`config.mk`:
```
export PLATFORM = sky130hd
export DESIGN_NAME = converter_scheduler
export DESIGN_NICKNAME = d
export VERILOG_FILES = /design/src/rtl/converter_sched_pkg.sv /design/src/rtl/converter_scheduler_rr_arbiter.sv /design/src/rtl/converter_scheduler.sv
export SDC_FILE = /design/constraint.sdc
export NUM_CORES = 1
export LEC_CHECK = 0
export CAP_MARGIN = 20
export CORE_AREA = 2 2 75 77
export CTS_BUF_LIST = sky130_fd_sc_hd__clkbuf_8
export CTS_CLUSTER_SIZE = 25
export DETAILED_ROUTE_END_ITERATION = 8
export DIE_AREA = 0 0 77 79
export GPL_TIMING_DRIVEN = 0
export PLACE_DENSITY = 0.79
export SYNTH_ARGS = -nofsm -noshare
export SYNTH_HDL_FRONTEND = slang
export SYNTH_HIERARCHICAL = 1
export SYNTH_SLANG_ARGS = --single-unit
```
`constraint.sdc`:
```
create_clock -name clk -period 3.3 [get_ports clk]
set_input_delay 0.66 -clock clk [delete_from_list [all_inputs] [get_ports clk]]
set_output_delay 0.66 -clock clk [all_outputs]
set_load 0.02 [all_outputs]
```
`src/rtl/converter_sched_pkg.sv`:
```
// Shared state type, default sizes and index-width helper for the converter
// scheduler and its round-robin arbiter.
package converter_sched_pkg;

  localparam int DEF_NUM_SRC      = 4;
  localparam int DEF_W            = 8;
  localparam int DEF_CONV_TIMEOUT = 16;

  typedef enum logic [1:0] {
    ST_IDLE    = 2'd0,
    ST_CONVERT = 2'd1,
    ST_LOG     = 2'd2
  } sched_state_t;

  // Width of an index into n items; never narrower than one bit.
  function automatic int idx_width(input int n);
    return (n > 1) ? $clog2(n) : 1;
  endfunction

endpackage

```
`src/rtl/converter_scheduler_rr_arbiter.sv`:
```
// Combinational round-robin arbiter: lowest eligible index at or after
// last_grant+1 (mod N), returned one-hot and as an index.
module rr_arbiter
  import converter_sched_pkg::*;
#(
  parameter int N = DEF_NUM_SRC,
  localparam int IW = idx_width(N)
) (
  input  logic [N-1:0]  eligible,
  input  logic [IW-1:0] last_grant,
  output logic [N-1:0]  grant,
  output logic [IW-1:0] grant_idx
);

  logic [IW-1:0] cand;
  logic          found;

  always_comb begin
    grant     = '0;
    grant_idx = '0;
    found     = 1'b0;
    cand      = '0;
    for (int k = 1; k <= N; k++) begin
      cand = IW'((int'(last_grant) + k) % N);
      if (!found && eligible[cand]) begin
        found       = 1'b1;
        grant[cand] = 1'b1;
        grant_idx   = cand;
      end
    end
  end

endmodule

```
`src/rtl/converter_scheduler.sv`:
```
// Round-robin scheduler sharing one converter -> collector path among sources.
// Optional over-voltage trip: define CONVERTER_SCHEDULER_OVERVOLT_TRIP_EN.
//
// state      | meaning
// ST_IDLE    | waiting for an eligible request (one idle cycle after each log)
// ST_CONVERT | sample handed to converter, waiting for done or timeout
// ST_LOG     | result offered to collector until log_ready
module converter_scheduler
  import converter_sched_pkg::*;
#(
  parameter int           NUM_SRC      = DEF_NUM_SRC,
  parameter int           W            = DEF_W,
  parameter int           CONV_TIMEOUT = DEF_CONV_TIMEOUT,
  parameter logic [W-1:0] TRIP_LEVEL   = W'(8'hF0),
  localparam int          IW           = idx_width(NUM_SRC)
) (
  input  logic                 clk,
  input  logic                 rst,
  input  logic [NUM_SRC-1:0]   src_req,
  input  logic [NUM_SRC*W-1:0] src_data,
  output logic [NUM_SRC-1:0]   src_ack,
  output logic [W-1:0]         conv_in,
  output logic                 conv_start,
  input  logic                 conv_done,
  input  logic [W-1:0]         conv_result,
  output logic                 log_valid,
  output logic [W-1:0]         log_data,
  output logic [IW-1:0]        log_src,
  input  logic                 log_ready,
  output logic                 busy,
  output logic                 timeout_err,
  output logic [NUM_SRC-1:0]   trip_flags
);

  localparam int            TW         = idx_width(CONV_TIMEOUT);
  localparam logic [TW-1:0] TIMER_LAST = TW'(CONV_TIMEOUT - 1);

  sched_state_t state, state_nxt;
  logic [IW-1:0] last_grant, last_nxt;
  logic [TW-1:0] timer, timer_nxt;
  logic          hold, hold_nxt;

  logic [NUM_SRC-1:0] ack_nxt;
  logic               start_nxt;
  logic [W-1:0]       conv_in_nxt;
  logic               valid_nxt;
  logic [W-1:0]       data_nxt;
  logic [IW-1:0]      src_nxt;
  logic               tmo_nxt;

  logic [NUM_SRC-1:0] eligible;
  logic [NUM_SRC-1:0] grant;
  logic [IW-1:0]      grant_idx;
  logic [W-1:0]       src_sample [NUM_SRC];

  always_comb begin
    for (int i = 0; i < NUM_SRC; i++) begin
      src_sample[i] = src_data[i*W +: W];
    end
  end

`ifdef CONVERTER_SCHEDULER_OVERVOLT_TRIP_EN
  // Flags are sticky until reset; the tripping result is still logged.
  always_ff @(posedge clk) begin
    if (rst) begin
      trip_flags <= '0;
    end else if (state == ST_CONVERT && conv_done && conv_result > TRIP_LEVEL) begin
      trip_flags[log_src] <= 1'b1;
    end
  end

  assign eligible = src_req & ~trip_flags;
`else
  assign trip_flags = '0;
  assign eligible   = src_req;
`endif

  rr_arbiter #(
    .N(NUM_SRC)
  ) u_arb (
    .eligible  (eligible),
    .last_grant(last_grant),
    .grant     (grant),
    .grant_idx (grant_idx)
  );

  always_comb begin
    state_nxt   = state;
    last_nxt    = last_grant;
    timer_nxt   = timer;
    hold_nxt    = 1'b0;
    ack_nxt     = '0;
    start_nxt   = 1'b0;
    conv_in_nxt = conv_in;
    valid_nxt   = log_valid;
    data_nxt    = log_data;
    src_nxt     = log_src;
    tmo_nxt     = 1'b0;
    case (state)
      ST_IDLE: begin
        // hold marks the cooldown cycle right after a log transfer
        if (!hold && (|grant)) begin
          ack_nxt     = grant;
          start_nxt   = 1'b1;
          conv_in_nxt = src_sample[grant_idx];
          src_nxt     = grant_idx;
          last_nxt    = grant_idx;
          timer_nxt   = '0;
          state_nxt   = ST_CONVERT;
        end
      end
      ST_CONVERT: begin
        // done has priority over the expiry cycle
        if (conv_done) begin
          data_nxt  = conv_result;
          valid_nxt = 1'b1;
          state_nxt = ST_LOG;
        end else if (timer == TIMER_LAST) begin
          tmo_nxt   = 1'b1;
          state_nxt = ST_IDLE;
        end else begin
          timer_nxt = timer + 1'b1;
        end
      end
      ST_LOG: begin
        if (log_ready) begin
          valid_nxt = 1'b0;
          hold_nxt  = 1'b1;
          state_nxt = ST_IDLE;
        end
      end
      default: state_nxt = ST_IDLE;
    endcase
  end

  always_ff @(posedge clk) begin
    if (rst) begin
      state       <= ST_IDLE;
      last_grant  <= IW'(NUM_SRC - 1);
      timer       <= '0;
      hold        <= 1'b0;
      src_ack     <= '0;
      conv_start  <= 1'b0;
      conv_in     <= '0;
      log_valid   <= 1'b0;
      log_data    <= '0;
      log_src     <= '0;
      timeout_err <= 1'b0;
    end else begin
      state       <= state_nxt;
      last_grant  <= last_nxt;
      timer       <= timer_nxt;
      hold        <= hold_nxt;
      src_ack     <= ack_nxt;
      conv_start  <= start_nxt;
      conv_in     <= conv_in_nxt;
      log_valid   <= valid_nxt;
      log_data    <= data_nxt;
      log_src     <= src_nxt;
      timeout_err <= tmo_nxt;
    end
  end

  assign busy = (state != ST_IDLE);

endmodule
```
==> results.sh <==
export IMPL_whs_path_depth=2
export IMPL_utilization_pct=56.2
export IMPL_dp_cells=364
export IMPL_swShare_pct=41.1
export IMPL_die_h_um=79
export IMPL_synth_edff_count=0
export IMPL_die_w_um=77
export IMPL_intPower_mw=1.39
export IMPL_numCtsBuffers=5
export IMPL_final_cell_area_um2=3000
export IMPL_cts_hold_buf=0
export IMPL_reg2reg_setup_slack_ns=0.24
export IMPL_hold_class="reg -> reg"
export IMPL_dpl_cell_area_um2=2890
export IMPL_grt_usage_pct=16.5
export IMPL_syn_inst=217
export IMPL_clk_latency_ns=0.27
export IMPL_rsz0062_at_grt="no"
export IMPL_synth_area_um2=2060
export IMPL_viasPerCell=5.20
export IMPL_path_clk_slew_ns=0.06
export IMPL_diodes=0
export IMPL_io_buffers=72
export IMPL_overflow=0
export IMPL_cts_tree="built"
export IMPL_finalHoldViolations=0
export IMPL_leakagePower_nw=1.17
export IMPL_fin_cells=373
export IMPL_vias=1939
export IMPL_io_pins=78
export IMPL_async_reset_ff_share_pct=0
export IMPL_antenna_found_initial=0
export IMPL_critPathKind="reg -> reg"
export IMPL_post_synth_top_area_cell="dfxtp_1"
export IMPL_dr_pass1_iters=4
export IMPL_synth_cell_types=45
export IMPL_setup_tns_ns=0
export IMPL_synth_top_area_share_pct=33.0
export IMPL_wl_per_cell_um=13.1
export IMPL_syn_avg_cell_area_um2=9.51
export IMPL_min_period_ns=3.06
export IMPL_min_from="conv_in[2]$_SDFFE_PP0P_"
export IMPL_synthSimpleGateAreaFrac_pct=20.7
export IMPL_p_per_area_nw_per_um2=788
export IMPL_critPathCaptureType="flip-flop"
export IMPL_dieArea_um2=6080
export IMPL_synthAdderAreaFrac_pct=5.45
export IMPL_yosysWarnings=6
export IMPL_drive_gt1_share_pct=16.6
export IMPL_outcome="finished, final reports clean"
export IMPL_setup_violations=0
export IMPL_synth_top_family_by_area="simple AND/OR/NAND/NOR gates"
export IMPL_startpoint_type="flip-flop"
export IMPL_dr_first_iter_drc_count=90
export IMPL_r2r_end="last_grant[1]$_SDFFE_PP1P_"
export IMPL_cts_sinks=34
export IMPL_yosys_register_bits=34
export IMPL_critical_path_max_fanout=11
export IMPL_synth_compound_area_share_pct=17.6
export IMPL_drc=0
export IMPL_synthTopCellsByArea="dfxtp_1, mux4_2, ha_1"
export IMPL_grt_pass1_wl_um=8290
export IMPL_areaGrowthSynthToFinish_pct=45.3
export IMPL_worstMarginPinSlew_ns=0.682
export IMPL_grt_pass1_vias=1820
export IMPL_combPwrFrac_pct=62.5
export IMPL_fmax_mhz=326
export IMPL_num_rows=27
export IMPL_wl_um=4900
export IMPL_seqPwrFrac_pct=24.7
export IMPL_ir_drop_mv=0.348
export IMPL_synth_ff_type="dfxtp_1"
export IMPL_cts_buffer_depth=2
export IMPL_cap_viol_max_count=0
export IMPL_r2r_start="last_grant[0]$_SDFFE_PP1P_"
export IMPL_nets=357
export IMPL_place_ws_ns=-0.215
export IMPL_fin_crit_sh_pct=92.8
export IMPL_power_mw=2.36
export IMPL_min_to="conv_in[2]$_SDFFE_PP0P_"
export IMPL_r2r_cells=11
export IMPL_finalClockSkew_ns=0.00457
export IMPL_drt_antenna_violating_nets=0
export IMPL_root_buffer="clkbuf_8"
export IMPL_grt_max_degree=13
export IMPL_synth_xor_area_share_pct=0
export IMPL_clock_power_share_pct=12.8
export IMPL_htree_levels=2
export IMPL_design_core_area_um2=5340
export IMPL_yosysSeqAreaShare_pct=33.0
export IMPL_power_switching_uw=971
export IMPL_crit_arrival_ns=3.22
export IMPL_finalWorstSetupSlack_ns=0.237
export IMPL_whs_ns=0.475
export IMPL_slew_violations=0
export IMPL_required_ns=3.46
export IMPL_place_gp_congestion=0.852
export IMPL_max_slew_margin_pct=54.3
export IMPL_synthMuxAreaShare_pct=15.8
export IMPL_initial_core_util_pct=38.7
export IMPL_dp_final_hpwl_um=3680
-- sequential cells by signal, indices dropped and copies added (netlist names) --
signal       flops
src_ack          4
log_valid        1
hold             1
conv_in          8
timeout_err      1
log_data         8
timer            4
conv_start       1
last_grant       2
state            2
log_src          2
-- power groups by stage --
stage          Sequential [mW]  Combinational (mW)  Clock (mW)
6_report                 0.584                1.48       0.302
3_5_place_dp             0.590                1.41           0
2_1_floorplan            0.666               0.922           0
5_1_grt                  0.599                1.62       0.330
3_3_place_gp             0.587                1.39           0
4_1_cts                  0.584                1.42       0.308
-- area by class of cell --
class | count | area [µm²]
multi-input cells | 162 | 1250
clock buffers | 6 | 82.6
inverters | 3 | 11.3
plain buffers | 20 | 136
flip-flops and latches | 34 | 686
well taps | 72 | 90.1
fillers | 498 | 2340
clock inverters | 2 | 8.76
repair buffers | 74 | 736
-- worst max-delay path by stage --
| stage | start | endpoint | slack [ns] | depth (start not counted) |
|---|---|---|---|---|
| global placement | src_req[0] | log_src[0]$_SDFFE_PP0P_ | -0.18 | 10 |
| CTS | last_grant[0]$_SDFFE_PP1P_ | conv_in[6]$_SDFFE_PP0P_ | 0.04 | 12 |
| finish | last_grant[0]$_SDFFE_PP1P_ | last_grant[1]$_SDFFE_PP1P_ | 0.24 | 11 |
| detailed placement | src_req[0] | last_grant[1]$_SDFFE_PP1P_ | -0.22 | 10 |
| global route | last_grant[0]$_SDFFE_PP1P_ | conv_in[6]$_SDFFE_PP0P_ | 0.007 | 12 |
| floorplan | last_grant[0]$_SDFFE_PP1P_ | log_src[1]$_SDFFE_PP0P_ | 0.22 | 12 |
-- Yosys cell counts, types with 5 or more instances --
library cell	n
clkbuf_1	7
nand3_1	11
nor2_1	13
mux4_2	10
ha_1	9
a21oi_1	14
dfxtp_1	34
nand2b_1	5
buf_4	7
nand2_1	15
mux2i_1	9
nor2b_1	5
o21ai_0	19
-- logic make-up after synthesis --
| kind of cell | count (synthesis) |
|---|---|
| adder cells (fa/ha/maj) | 9 |
| AO/OA/AOI/OAI | 54 |
| AND/OR/NAND/NOR | 75 |
| buffers and inverters | 24 |
| flip-flops | 34 |
| other | 1 |
| multiplexers | 20 |
-- critical path, stage by stage, from the launching register on --
cell,delay [ns]
dfxtp_4,0.42
buf_4,0.18
inv_1,0.11
ha_1,0.30
buf_4,0.17
mux4_2,0.36
nand2_1,0.10
o21ai_0,0.08
a221o_2,0.35
or4_4,0.64
nand3_1,0.14
nand3b_1,0.09
-- routing by layer --
layer | global-route usage, % | wire [µm]
met2 | 28.9 | 2450
met5 | 0 | 0
met3 | 2.73 | 232
met4 | 5.18 | 53
met1 | 20.8 | 2160
-- cells in the final DEF, fill, tap and decap left out, types with 2 or more instances in the layout --
master	instances
nand2b_1	5
nand2_1	15
o211ai_1	2
a221o_2	4
and2_1	4
conb_1	4
buf_2	4
dfxtp_1	32
o22ai_1	2
nor3b_1	3
nor2_1	13
buf_6	4
a21oi_1	14
buf_4	9
nand3b_1	4
clkbuf_1	5
ha_1	9
mux2i_1	9
inv_1	4
nor2b_1	5
a22oi_1	3
nor3_2	2
clkbuf_8	6
o21ai_0	19
nor3_1	3
clkdlybuf4s50_1	72
nand3_1	11
a311oi_1	2
mux4_2	10
-- timing repair --
| action | in CTS | in global routing |
|---|---|---|
| pin swaps | 0 | 1 |
| endpoints found under the setup margin | 14 | 13 |
| buffers inserted | 0 | 2 |
| cloned | 0 | 0 |
| gates resized for setup | 3 | 4 |
Note: power is estimated with default switching activity, not from simulation.
